`config.mk`:
```
export PLATFORM = sky130hd
export DESIGN_NAME = instruction_fetch_unit_flat
export DESIGN_NICKNAME = d
export VERILOG_FILES = /design/src/rtl/instruction_fetch_unit_pkg.sv /design/src/rtl/instruction_fetch_unit_if.sv /design/src/rtl/instruction_fetch_unit_fetch_buffer.sv /design/src/rtl/instruction_fetch_unit.sv /design/src/flat_wrapper.sv
export SDC_FILE = /design/constraint.sdc
export NUM_CORES = 1
export LEC_CHECK = 0
export CAP_MARGIN = 25
export CORE_UTILIZATION = 49
export CTS_BUF_LIST = sky130_fd_sc_hd__clkbuf_16
export CTS_CLUSTER_SIZE = 20
export DETAILED_ROUTE_END_ITERATION = 7
export GPL_ROUTABILITY_DRIVEN = 0
export GPL_TIMING_DRIVEN = 1
export PLACE_DENSITY_LB_ADDON = 0.1
export SYNTH_ARGS = -nofsm -noshare
export SYNTH_HDL_FRONTEND = slang
export SYNTH_HIERARCHICAL = 1
export SYNTH_SLANG_ARGS = --single-unit
```
`constraint.sdc`:
```
create_clock -name clk -period 3.65 [get_ports clk]
set_input_delay 0.365 -clock clk [delete_from_list [all_inputs] [get_ports clk]]
set_output_delay 0.365 -clock clk [all_outputs]
set_load 0.01 [all_outputs]
```
`src/rtl/instruction_fetch_unit_pkg.sv`:
```
// Shared types and constants for the instruction fetch unit.
// Holds the FSM encoding, the buffered entry layout and fetch-address helpers.
package instruction_fetch_unit_pkg;

    localparam int unsigned XLEN        = 32;
    localparam int unsigned ENTRY_WIDTH = 2 * XLEN;

    localparam logic [XLEN-1:0] DEFAULT_RESET_PC = 32'h0000_0000;
    localparam logic [XLEN-1:0] NOP_INSTRUCTION  = 32'h0000_0013;

    typedef enum logic [0:0] {
        FETCH_STATE_RUN   = 1'b0,
        FETCH_STATE_FLUSH = 1'b1
    } fetch_state_t;

    typedef struct packed {
        logic [XLEN-1:0] pc;
        logic [XLEN-1:0] instruction;
    } fetch_entry_t;

    // Fetch addresses are always word aligned; the low two bits are dropped.
    function automatic logic [XLEN-1:0] align_word(input logic [XLEN-1:0] address);
        return {address[XLEN-1:2], 2'b00};
    endfunction

endpackage

```
`src/rtl/instruction_fetch_unit_if.sv`:
```
// Memory-side, redirect and decode-side handshake bundle of the fetch unit.
// master is the fetch unit itself; slave is memory plus decode.
interface instruction_fetch_unit_if;
    import instruction_fetch_unit_pkg::*;

    logic            imem_request_valid;
    logic            imem_request_ready;
    logic [XLEN-1:0] imem_request_address;
    logic            imem_response_valid;
    logic [XLEN-1:0] imem_response_data;
    logic            redirect;
    logic [XLEN-1:0] redirect_pc;
    logic            instruction_valid;
    logic            instruction_ready;
    logic [XLEN-1:0] instruction;
    logic [XLEN-1:0] instruction_pc;
    logic [XLEN-1:0] instruction_pc_plus_4;
    logic            fetch_misaligned;

    modport master (
        output imem_request_valid, imem_request_address,
        input  imem_request_ready,
        input  imem_response_valid, imem_response_data,
        input  redirect, redirect_pc,
        output instruction_valid, instruction, instruction_pc, instruction_pc_plus_4,
        input  instruction_ready,
        output fetch_misaligned
    );

    modport slave (
        input  imem_request_valid, imem_request_address,
        output imem_request_ready,
        output imem_response_valid, imem_response_data,
        output redirect, redirect_pc,
        input  instruction_valid, instruction, instruction_pc, instruction_pc_plus_4,
        output instruction_ready,
        input  fetch_misaligned
    );

endinterface

```
`src/rtl/instruction_fetch_unit_fetch_buffer.sv`:
```
// Synchronous FIFO with flush; head is read straight from registered storage.
// DEPTH must be a power of two so the pointers wrap naturally.
module fetch_buffer #(
    parameter int unsigned DEPTH = 2,
    parameter int unsigned WIDTH = 64
) (
    input  logic                   clk,
    input  logic                   reset_n,
    input  logic                   flush,
    input  logic                   push,
    input  logic [WIDTH-1:0]       push_data,
    input  logic                   pop,
    output logic [WIDTH-1:0]       head,
    output logic [$clog2(DEPTH):0] count,
    output logic                   empty,
    output logic                   full
);

    localparam int unsigned AW = $clog2(DEPTH);
    localparam int unsigned CW = AW + 1;

    logic [WIDTH-1:0] mem [DEPTH];
    logic [AW-1:0]    rd_ptr;
    logic [AW-1:0]    wr_ptr;
    logic             do_push;
    logic             do_pop;

    assign empty   = (count == '0);
    assign full    = (count == CW'(DEPTH));
    assign do_pop  = pop && !empty;
    // A push into a full buffer is legal when the head leaves in the same cycle.
    assign do_push = push && (!full || pop);
    assign head    = mem[rd_ptr];

    always_ff @(posedge clk or negedge reset_n) begin
        if (!reset_n) begin
            rd_ptr <= '0;
            wr_ptr <= '0;
            count  <= '0;
            for (int unsigned i = 0; i < DEPTH; i++) begin
                mem[i] <= '0;
            end
        end else if (flush) begin
            rd_ptr <= '0;
            wr_ptr <= '0;
            count  <= '0;
        end else begin
            if (do_push) begin
                mem[wr_ptr] <= push_data;
                wr_ptr      <= wr_ptr + AW'(1);
            end
            if (do_pop) begin
                rd_ptr <= rd_ptr + AW'(1);
            end
            count <= count + CW'(do_push) - CW'(do_pop);
        end
    end

endmodule

```
`src/rtl/instruction_fetch_unit.sv`:
```
// Fetch PC owner: issues word requests, buffers in-order responses for decode,
// and on redirect flushes the buffer and drops responses still in flight.
module instruction_fetch_unit
    import instruction_fetch_unit_pkg::*;
#(
    parameter logic [XLEN-1:0] RESET_PC     = DEFAULT_RESET_PC,
    parameter int unsigned     BUFFER_DEPTH = 2
) (
    input  logic                     clk,
    input  logic                     reset_n,
    instruction_fetch_unit_if.master bus
);

    localparam int unsigned CW = $clog2(BUFFER_DEPTH) + 1;
    localparam int unsigned OW = CW + 1;

    fetch_state_t     state;
    logic [XLEN-1:0]  fetch_pc;
    logic [CW-1:0]    drop_count;
    logic             misaligned_q;

    logic [CW-1:0]    addr_count;
    logic [CW-1:0]    data_count;
    logic             addr_empty;
    logic             addr_full;
    logic             data_empty;
    logic             data_full;
    logic [XLEN-1:0]  response_pc;
    logic [ENTRY_WIDTH-1:0] head_bits;
    fetch_entry_t     head;
    fetch_entry_t     push_entry;

    logic [OW-1:0]    in_flight;
    logic [OW-1:0]    in_flight_next;
    logic [OW-1:0]    occupancy;
    logic             request_valid;
    logic             accept;
    logic             response_keep;
    logic             decode_valid;
    logic             decode_pop;
    logic             data_push;

    // Outstanding words: those awaiting a pc match plus those already marked for discard.
    assign in_flight      = OW'(addr_count) + OW'(drop_count);
    assign occupancy      = in_flight + OW'(data_count);
    assign in_flight_next = in_flight + OW'(accept) - OW'(bus.imem_response_valid);

    assign request_valid = reset_n && (state == FETCH_STATE_RUN) && !bus.redirect
                        && (occupancy < OW'(BUFFER_DEPTH)) && !addr_full;
    assign accept        = request_valid && bus.imem_request_ready;
    assign response_keep = bus.imem_response_valid && (drop_count == '0)
                        && !bus.redirect && !addr_empty;

    assign decode_valid = !data_empty && !bus.redirect;
    assign decode_pop   = decode_valid && bus.instruction_ready;
    assign data_push    = response_keep && (!data_full || decode_pop);

    assign push_entry = '{pc: response_pc, instruction: bus.imem_response_data};
    assign head       = head_bits;

    // Request addresses queue here at accept and pair with their response data in order.
    fetch_buffer #(.DEPTH(BUFFER_DEPTH), .WIDTH(XLEN)) u_address_buffer (
        .clk       (clk),
        .reset_n   (reset_n),
        .flush     (bus.redirect),
        .push      (accept),
        .push_data (fetch_pc),
        .pop       (response_keep),
        .head      (response_pc),
        .count     (addr_count),
        .empty     (addr_empty),
        .full      (addr_full)
    );

    fetch_buffer #(.DEPTH(BUFFER_DEPTH), .WIDTH(ENTRY_WIDTH)) u_fetch_buffer (
        .clk       (clk),
        .reset_n   (reset_n),
        .flush     (bus.redirect),
        .push      (data_push),
        .push_data (push_entry),
        .pop       (decode_pop),
        .head      (head_bits),
        .count     (data_count),
        .empty     (data_empty),
        .full      (data_full)
    );

    // Fetch control FSM; redirect overrides issue, discard and FLUSH exit.
    always_ff @(posedge clk or negedge reset_n) begin
        if (!reset_n) begin
            state        <= FETCH_STATE_RUN;
            fetch_pc     <= RESET_PC;
            drop_count   <= '0;
            misaligned_q <= 1'b0;
        end else begin
            misaligned_q <= bus.redirect && (|bus.redirect_pc[1:0]);
            if (bus.redirect) begin
                fetch_pc   <= align_word(bus.redirect_pc);
                drop_count <= CW'(in_flight_next);
                state      <= (in_flight_next != '0) ? FETCH_STATE_FLUSH : FETCH_STATE_RUN;
            end else begin
                if (accept) begin
                    fetch_pc <= fetch_pc + 32'd4;
                end
                if (bus.imem_response_valid && (drop_count != '0)) begin
                    drop_count <= drop_count - CW'(1);
                end
                case (state)
                    FETCH_STATE_RUN:   state <= FETCH_STATE_RUN;
                    FETCH_STATE_FLUSH: if (drop_count == '0) state <= FETCH_STATE_RUN;
                    default:           state <= FETCH_STATE_RUN;
                endcase
            end
        end
    end

    assign bus.imem_request_valid    = request_valid;
    assign bus.imem_request_address  = fetch_pc;
    assign bus.instruction_valid     = decode_valid;
    assign bus.instruction           = data_empty ? '0 : head.instruction;
    assign bus.instruction_pc        = data_empty ? '0 : head.pc;
    assign bus.instruction_pc_plus_4 = data_empty ? '0 : head.pc + 32'd4;
    assign bus.fetch_misaligned      = misaligned_q;

endmodule

```
`src/flat_wrapper.sv`:
```
// flat-port wrapper written by rule: the top's interface ports become plain ports
module instruction_fetch_unit_flat import instruction_fetch_unit_pkg::*;
#(
    parameter logic [XLEN-1:0] RESET_PC     = DEFAULT_RESET_PC,
    parameter int unsigned     BUFFER_DEPTH = 2
)
  (clk, reset_n, bus_imem_request_valid, bus_imem_request_address, bus_imem_request_ready, bus_imem_response_valid, bus_imem_response_data, bus_redirect, bus_redirect_pc, bus_instruction_valid, bus_instruction, bus_instruction_pc, bus_instruction_pc_plus_4, bus_instruction_ready, bus_fetch_misaligned);
  instruction_fetch_unit_if bus_i ();
  input  logic clk;
  input  logic reset_n;
  output wire logic [$bits(bus_i.imem_request_valid)-1:0] bus_imem_request_valid;
  output wire logic [$bits(bus_i.imem_request_address)-1:0] bus_imem_request_address;
  input wire logic [$bits(bus_i.imem_request_ready)-1:0] bus_imem_request_ready;
  input wire logic [$bits(bus_i.imem_response_valid)-1:0] bus_imem_response_valid;
  input wire logic [$bits(bus_i.imem_response_data)-1:0] bus_imem_response_data;
  input wire logic [$bits(bus_i.redirect)-1:0] bus_redirect;
  input wire logic [$bits(bus_i.redirect_pc)-1:0] bus_redirect_pc;
  output wire logic [$bits(bus_i.instruction_valid)-1:0] bus_instruction_valid;
  output wire logic [$bits(bus_i.instruction)-1:0] bus_instruction;
  output wire logic [$bits(bus_i.instruction_pc)-1:0] bus_instruction_pc;
  output wire logic [$bits(bus_i.instruction_pc_plus_4)-1:0] bus_instruction_pc_plus_4;
  input wire logic [$bits(bus_i.instruction_ready)-1:0] bus_instruction_ready;
  output wire logic [$bits(bus_i.fetch_misaligned)-1:0] bus_fetch_misaligned;
  assign bus_imem_request_valid = bus_i.imem_request_valid;
  assign bus_imem_request_address = bus_i.imem_request_address;
  assign bus_i.imem_request_ready = bus_imem_request_ready;
  assign bus_i.imem_response_valid = bus_imem_response_valid;
  assign bus_i.imem_response_data = bus_imem_response_data;
  assign bus_i.redirect = bus_redirect;
  assign bus_i.redirect_pc = bus_redirect_pc;
  assign bus_instruction_valid = bus_i.instruction_valid;
  assign bus_instruction = bus_i.instruction;
  assign bus_instruction_pc = bus_i.instruction_pc;
  assign bus_instruction_pc_plus_4 = bus_i.instruction_pc_plus_4;
  assign bus_i.instruction_ready = bus_instruction_ready;
  assign bus_fetch_misaligned = bus_i.fetch_misaligned;
  instruction_fetch_unit #(.RESET_PC(RESET_PC), .BUFFER_DEPTH(BUFFER_DEPTH)) u_core (.clk(clk), .reset_n(reset_n), .bus(bus_i));
endmodule
```
Word level (Yosys, flattened, before mapping) --
Cells that the tools add are included.
Word-level totals: register bits 236, output and inout bits 131
Operators by class: add/sub/neg operators 15, order comparisons 7, eq/ne operators 2, multiplexer cells 33, bitwise gates (word level) 6, reduce and logical (&&, ||, !) cells 40
Operators by type and width (count):
- 32-bit two-way mux | 9
- 64-bit two-way mux | 4
- 128-bit bitwise mux | 1
- 32-bit by 3-bit adder with 32-bit output, second input constant | 2
- 64-bit bitwise mux | 1
- 64-bit demux with 1-bit select | 1
- 32-bit demux with 1-bit select | 1
- 1-bit logical AND | 19
- 2-bit nonzero test | 7
- 1-bit two-way mux | 11
- 2-bit >= comparator, second input constant | 4
- 2-bit two-way mux | 4
- 1-bit NOT with 2-bit output | 4
- 2-bit logical NOT | 3
- 1-bit logical NOT | 5
- 1-bit adder, second input constant | 4
- 2-bit by 1-bit adder with 2-bit output | 2
- 2-bit == test, second input constant | 2
- 2-bit by 1-bit less-than comparator with 1-bit output, second input constant | 2
- 2-bit AND reduction | 2
- 2-bit by 1-bit subtractor with 2-bit output | 2
- 2-bit by 2-bit adder with 3-bit output | 1
- 3-bit by 1-bit adder with 3-bit output | 1
- 3-bit by 2-bit adder with 3-bit output | 1
- other kinds (8) | 10

Logic depth before layout (Yosys ltp) --
depth in word-level cells 11, gate-level depth with buffers 16, depth with buffers taken out 14

Hierarchy --
Netlist, hierarchy kept.
By module, submodules not included:
- fetch_buffer (u_core.u_fetch_buffer) | times used 1, cells each 366, area an instance 5982.0 µm²
- instruction_fetch_unit | times used 1, cells each 464, area an instance 3425.8 µm²
- fetch_buffer (u_core.u_address_buffer) | times used 1, cells each 196, area an instance 3109.2 µm²

Worst setup path before layout --
No wires, ideal clock.
path type register to register, start point register u_core.u_address_buffer.count[0], end point register u_core.state, library setup time 121 ps, data arrival time 3788 ps, data required time 3529 ps, path slack -259 ps, stages on the path, launching flop included 17, path through dfrtp_1 ha_1 fa_1 fa_1 xnor2_1 nand4b_1 clkbuf_1 buf_1 ha_1 inv_1 ha_1 inv_1 fa_1 xor2_1 xnor2_1 nand3b_1 a22o_1
On the way: cells in the longest elaborated chain, start to end 11, elaborated cells between the ends (all ways) 13, classes of those cells add/sub: 4; order compare: 1; eq/ne: 1; mux: 2; reduce/logical: 5
Ends and longest elaborated chain:
- start: declaration | line instruction_fetch_unit_fetch_buffer.sv:14 | output logic [$clog2(DEPTH):0] count,
- start signal: assignment | line instruction_fetch_unit_fetch_buffer.sv:55 | count <= count + CW'(do_push) - CW'(do_pop);
- 2-bit by 2-bit adder with 3-bit output | line instruction_fetch_unit.sv:44 | assign in_flight = OW'(addr_count) + OW'(drop_count);
- 3-bit by 2-bit adder with 3-bit output | line instruction_fetch_unit.sv:45 | assign occupancy = in_flight + OW'(data_count);
- 3-bit by 2-bit less-than comparator with 1-bit output | line instruction_fetch_unit.sv:49 | && (occupancy < OW'(BUFFER_DEPTH)) && !addr_full;
- 1-bit logical AND (2 in series) | line instruction_fetch_unit.sv:49
- 1-bit logical AND | line instruction_fetch_unit.sv:50 | assign accept = request_valid && bus.imem_request_ready;
- 3-bit by 1-bit adder with 3-bit output (*) | line instruction_fetch_unit.sv:46 | assign in_flight_next = in_flight + OW'(accept) - OW'(bus.imem_response_valid);
- 3-bit by 1-bit subtractor with 3-bit output (*) | line instruction_fetch_unit.sv:46
- 3-bit nonzero test (*) | line instruction_fetch_unit.sv:100 | state <= (in_flight_next != '0) ? FETCH_STATE_FLUSH : FETCH_STATE_RUN;
- 1-bit two-way mux (*) | line instruction_fetch_unit.sv:100
- 1-bit two-way mux (*) | line instruction_fetch_unit.sv:97 | if (bus.redirect) begin
- end signal: assignment | line instruction_fetch_unit.sv:100
- end: declaration | line instruction_fetch_unit.sv:17 | fetch_state_t state;
Every way passes the cells marked *; elsewhere a longest branch is shown, timed or not. A chain may end at the register's enable or synchronous reset.

==> flow_summary.ini <==
[run_status]
status = finished, final reports clean

[clocking]
cts_tree = built
cts_made_buffers = 26
clock_latency_ns = 0.52
clkSlewWorstSetupHoldPaths_ns = 0.06
clk_path_buf_depth = 3
ctsRootBufferMaster = clkbuf_16
cts_sinks = 234
htree_num_levels = 1

[yosys]
synth_cell_types = 55
async_reset_ff_frac = 1.00
synth_edf_count = 0
yosysTopAreaCellShare = 0.468
syn_inst = 1026
yosysSeqAreaShare = 0.468
synthTopCellsByArea = dfrtp_1 (47%), mux2_2 (17%), mux2_4 (11%)
synth_most_common_cell = dfrtp_1
synth_warnings = 6
avgSynthCellArea_um2 = 12.2
ys_top_cells_by_count = dfrtp_1 (234), mux2_2 (194), mux2_4 (90), nor2b_1 (71), nor2_1 (54)
synth-seq-cells = 234
syn-cell-area_um2 = 12500
synth_area_leader_cell = dfrtp_1
synth_flop_cell = dfrtp_1

[global_routing]
grt_util_all_layers = 0.220
grt_pass1_wl_mm = 46.4
grt_pass1_vias = 8479
grt_overflow = 0
antenna_found_initial = 0
grt_max_degree = 168

[drt]
via_count = 8492
ant_nets = 0
first_pass_iters = 5
drt_iter0_markers = 516
drc = 0
avgViaCountPerCell = 5.40
routedWlPerCell_um = 18.3
routed_wl_mm = 28.8

[placement]
hpwl_mm = 19.6
post-place-ws_ns = 0.148
port_buffers = 198

[pwr]
irDropWorstVdd_uv = 297
p_leak_nw = 6.96
seqPwrFrac = 0.470
powerDensity_nw_per_um2 = 408
power.clock.fraction = 0.374
p_int_mw = 4.80
p_comb_frac = 0.155
power_mw = 6.46
p_sw_frac = 0.256
power_switching_mw = 1.66

[sta]
tightest_slew_ns = 0.912
rsz0062_at_grt = yes
max_freq_ghz = 0.276
skew_ns = 0.00663
fin_crit_ns = 3.63
relSlewSlack = 0.392
setup_viol = 0
setup_slack_ns = 0.0230
tns_ns = 0
period_share = 0.994
hold_viol_final = 0
slew_viol_final = 0

[critical_path]
cp.arrival_ns = 3.26
start_kind = register
worst-path-max-fanout = 17
worstPathRequired_ns = 3.28
cpPeakStageDelay_ns = 0.58
path_class = reg2out
crit_path_end_kind = output port
crit_path_top_delay_cell = dfrtp_4
crit_chain = buf_6 > mux2_2 > nand4_1 > or2_4 > nor4_2 > xnor2_1 > nor2_1 > clkdlybuf4s50_1

[die]
die_h_um = 162
rows = 58
start_util = 0.499
io-pin-count = 201
die_area_um2 = 26200
die_x_um = 162
coreArea_um2 = 25100

[finish]
n_antenna_cell = 0
layout-drive-gt1-share = 0.311
area_growth_pct = 26.5
nets = 1308

[worst_hold_path]
min_path_type = in2reg

[run]
drv_cap = 0
## worst max-delay path: cells and delay by family (launching register included)
family / cells / cell delay [ns]
buf+inv: 2 / 0.75
mux: 1 / 0.31
xor+xnor: 1 / 0.09
simple gates: 4 / 1.00
flops: 1 / 0.58
## timing repair
item                                   4_1_cts  5_1_grt
setup buffers                                2        4
resized for setup                           15       13
gates cloned                                 0        1
pin swaps                                    1        3
setup endpoints to repair                   12       26
endpoints found under the hold margin        1        0
hold buffers                                 1        0
## area by class of cell
| cell class | count | area, µm² |
|---|---|---|
| Sequential cell | 234 | 5860 |
| Fill cell | 2049 | 9280 |
| Tap cell | 330 | 413 |
| Inverter | 17 | 67.6 |
| Clock inverter | 18 | 113 |
| Multi-Input combinational cell | 718 | 6380 |
| Clock buffer | 27 | 676 |
| Timing Repair Buffer | 228 | 2320 |
## final timing paths
path                                                  start                          endpoint  slack [ns]  cells after the start
min in group asynchronous                           reset_n      u_core/u_fetch_buffer/mem[5]        0.23                      2
max reg2reg                u_core/u_address_buffer/count[0]                      u_core/state        0.23                     13
min                                            bus_redirect  u_core/u_address_buffer/count[1]        0.12                      2
min reg2reg                    u_core/u_fetch_buffer/mem[1]      u_core/u_fetch_buffer/mem[1]        0.49                      1
max in group asynchronous                           reset_n     u_core/u_fetch_buffer/mem[21]        1.53                      4
max                            u_core/u_fetch_buffer/rd_ptr     bus_instruction_pc_plus_4[30]        0.02                      8
## routing by layer
| layer | routed length, µm | part of all wire | global-route usage | up-vias |
|---|---|---|---|---|
| li1 | - | - | - | 4020 |
| met5 | 0 | 0 | 0 | - |
| met4 | 521 | 0.018 | 0.0519 | 0 |
| met1 | 14000 | 0.49 | 0.326 | 4203 |
| met3 | 1270 | 0.044 | 0.0276 | 37 |
| met2 | 13000 | 0.45 | 0.345 | 232 |
## sequential cells by signal, summed over array words and instances, names as in the netlist
name,cells
u_core/u_fetch_buffer/mem,128
u_core/u_address_buffer/mem,64
u_core/bus.imem_request_address,30
u_core/drop_count,2
u_core/u_address_buffer/count,2
u_core/u_fetch_buffer/count,2
u_core/bus.fetch_misaligned,1
u_core/state,1
u_core/u_address_buffer/rd_ptr,1
u_core/u_address_buffer/wr_ptr,1
u_core/u_fetch_buffer/rd_ptr,1
u_core/u_fetch_buffer/wr_ptr,1
## through the flow
stage                     hold slack [ns]  std cells  instance area, µm²   util
after floorplan                    0.0694       1031               12600      -
after global placement              0.165       1519               14900  0.592
after detailed placement            0.165       1519               14900  0.592
after CTS                          0.0914       1567               15700  0.626
after global routing                0.117       1572               15800  0.630
final                               0.115       1572               15800  0.630
## cell families after synthesis
kind of cell	after synthesis	share of synthesized area
simple gates	301	0.133
mux	291	0.288
flops	234	0.468
buf+inv	79	0.0338
compound gates	67	0.0335
xor+xnor	40	0.0280
fa+ha+maj	13	0.0148
other cells	1	0.000300
## power by group through the flow
stage	clock, mW	sequential [mW]	combinational [mW]
final	2.42	3.04	1.00
after floorplan	0	3.02	0.621
after global routing	2.59	3.07	1.11
after CTS	2.49	3.04	0.999
after detailed placement	0	3.08	0.985
after global placement	0	3.07	0.972
## layout by cell type (no fill, tap or decap), drive strengths merged, types with 4 or more instances in the layout
master	instances
mux2	288
dfrtp	234
clkdlybuf4s50	189
nor2b	71
nor2	54
nand2	48
nand3	38
buf	30
clkbuf	28
o21ai	26
xor2	21
xnor2	19
nand4	19
inv	16
clkinv	15
nor4	14
a21oi	13
ha	10
nor3	8
and2	7
or3	7
or4	7
and4	6
a22oi	6
conb	6
and3	5
dlygate4sd2	4
o21a	4
nand3b	4
nand2b	4
No activity file was read; power rests on OpenSTA's default activity.
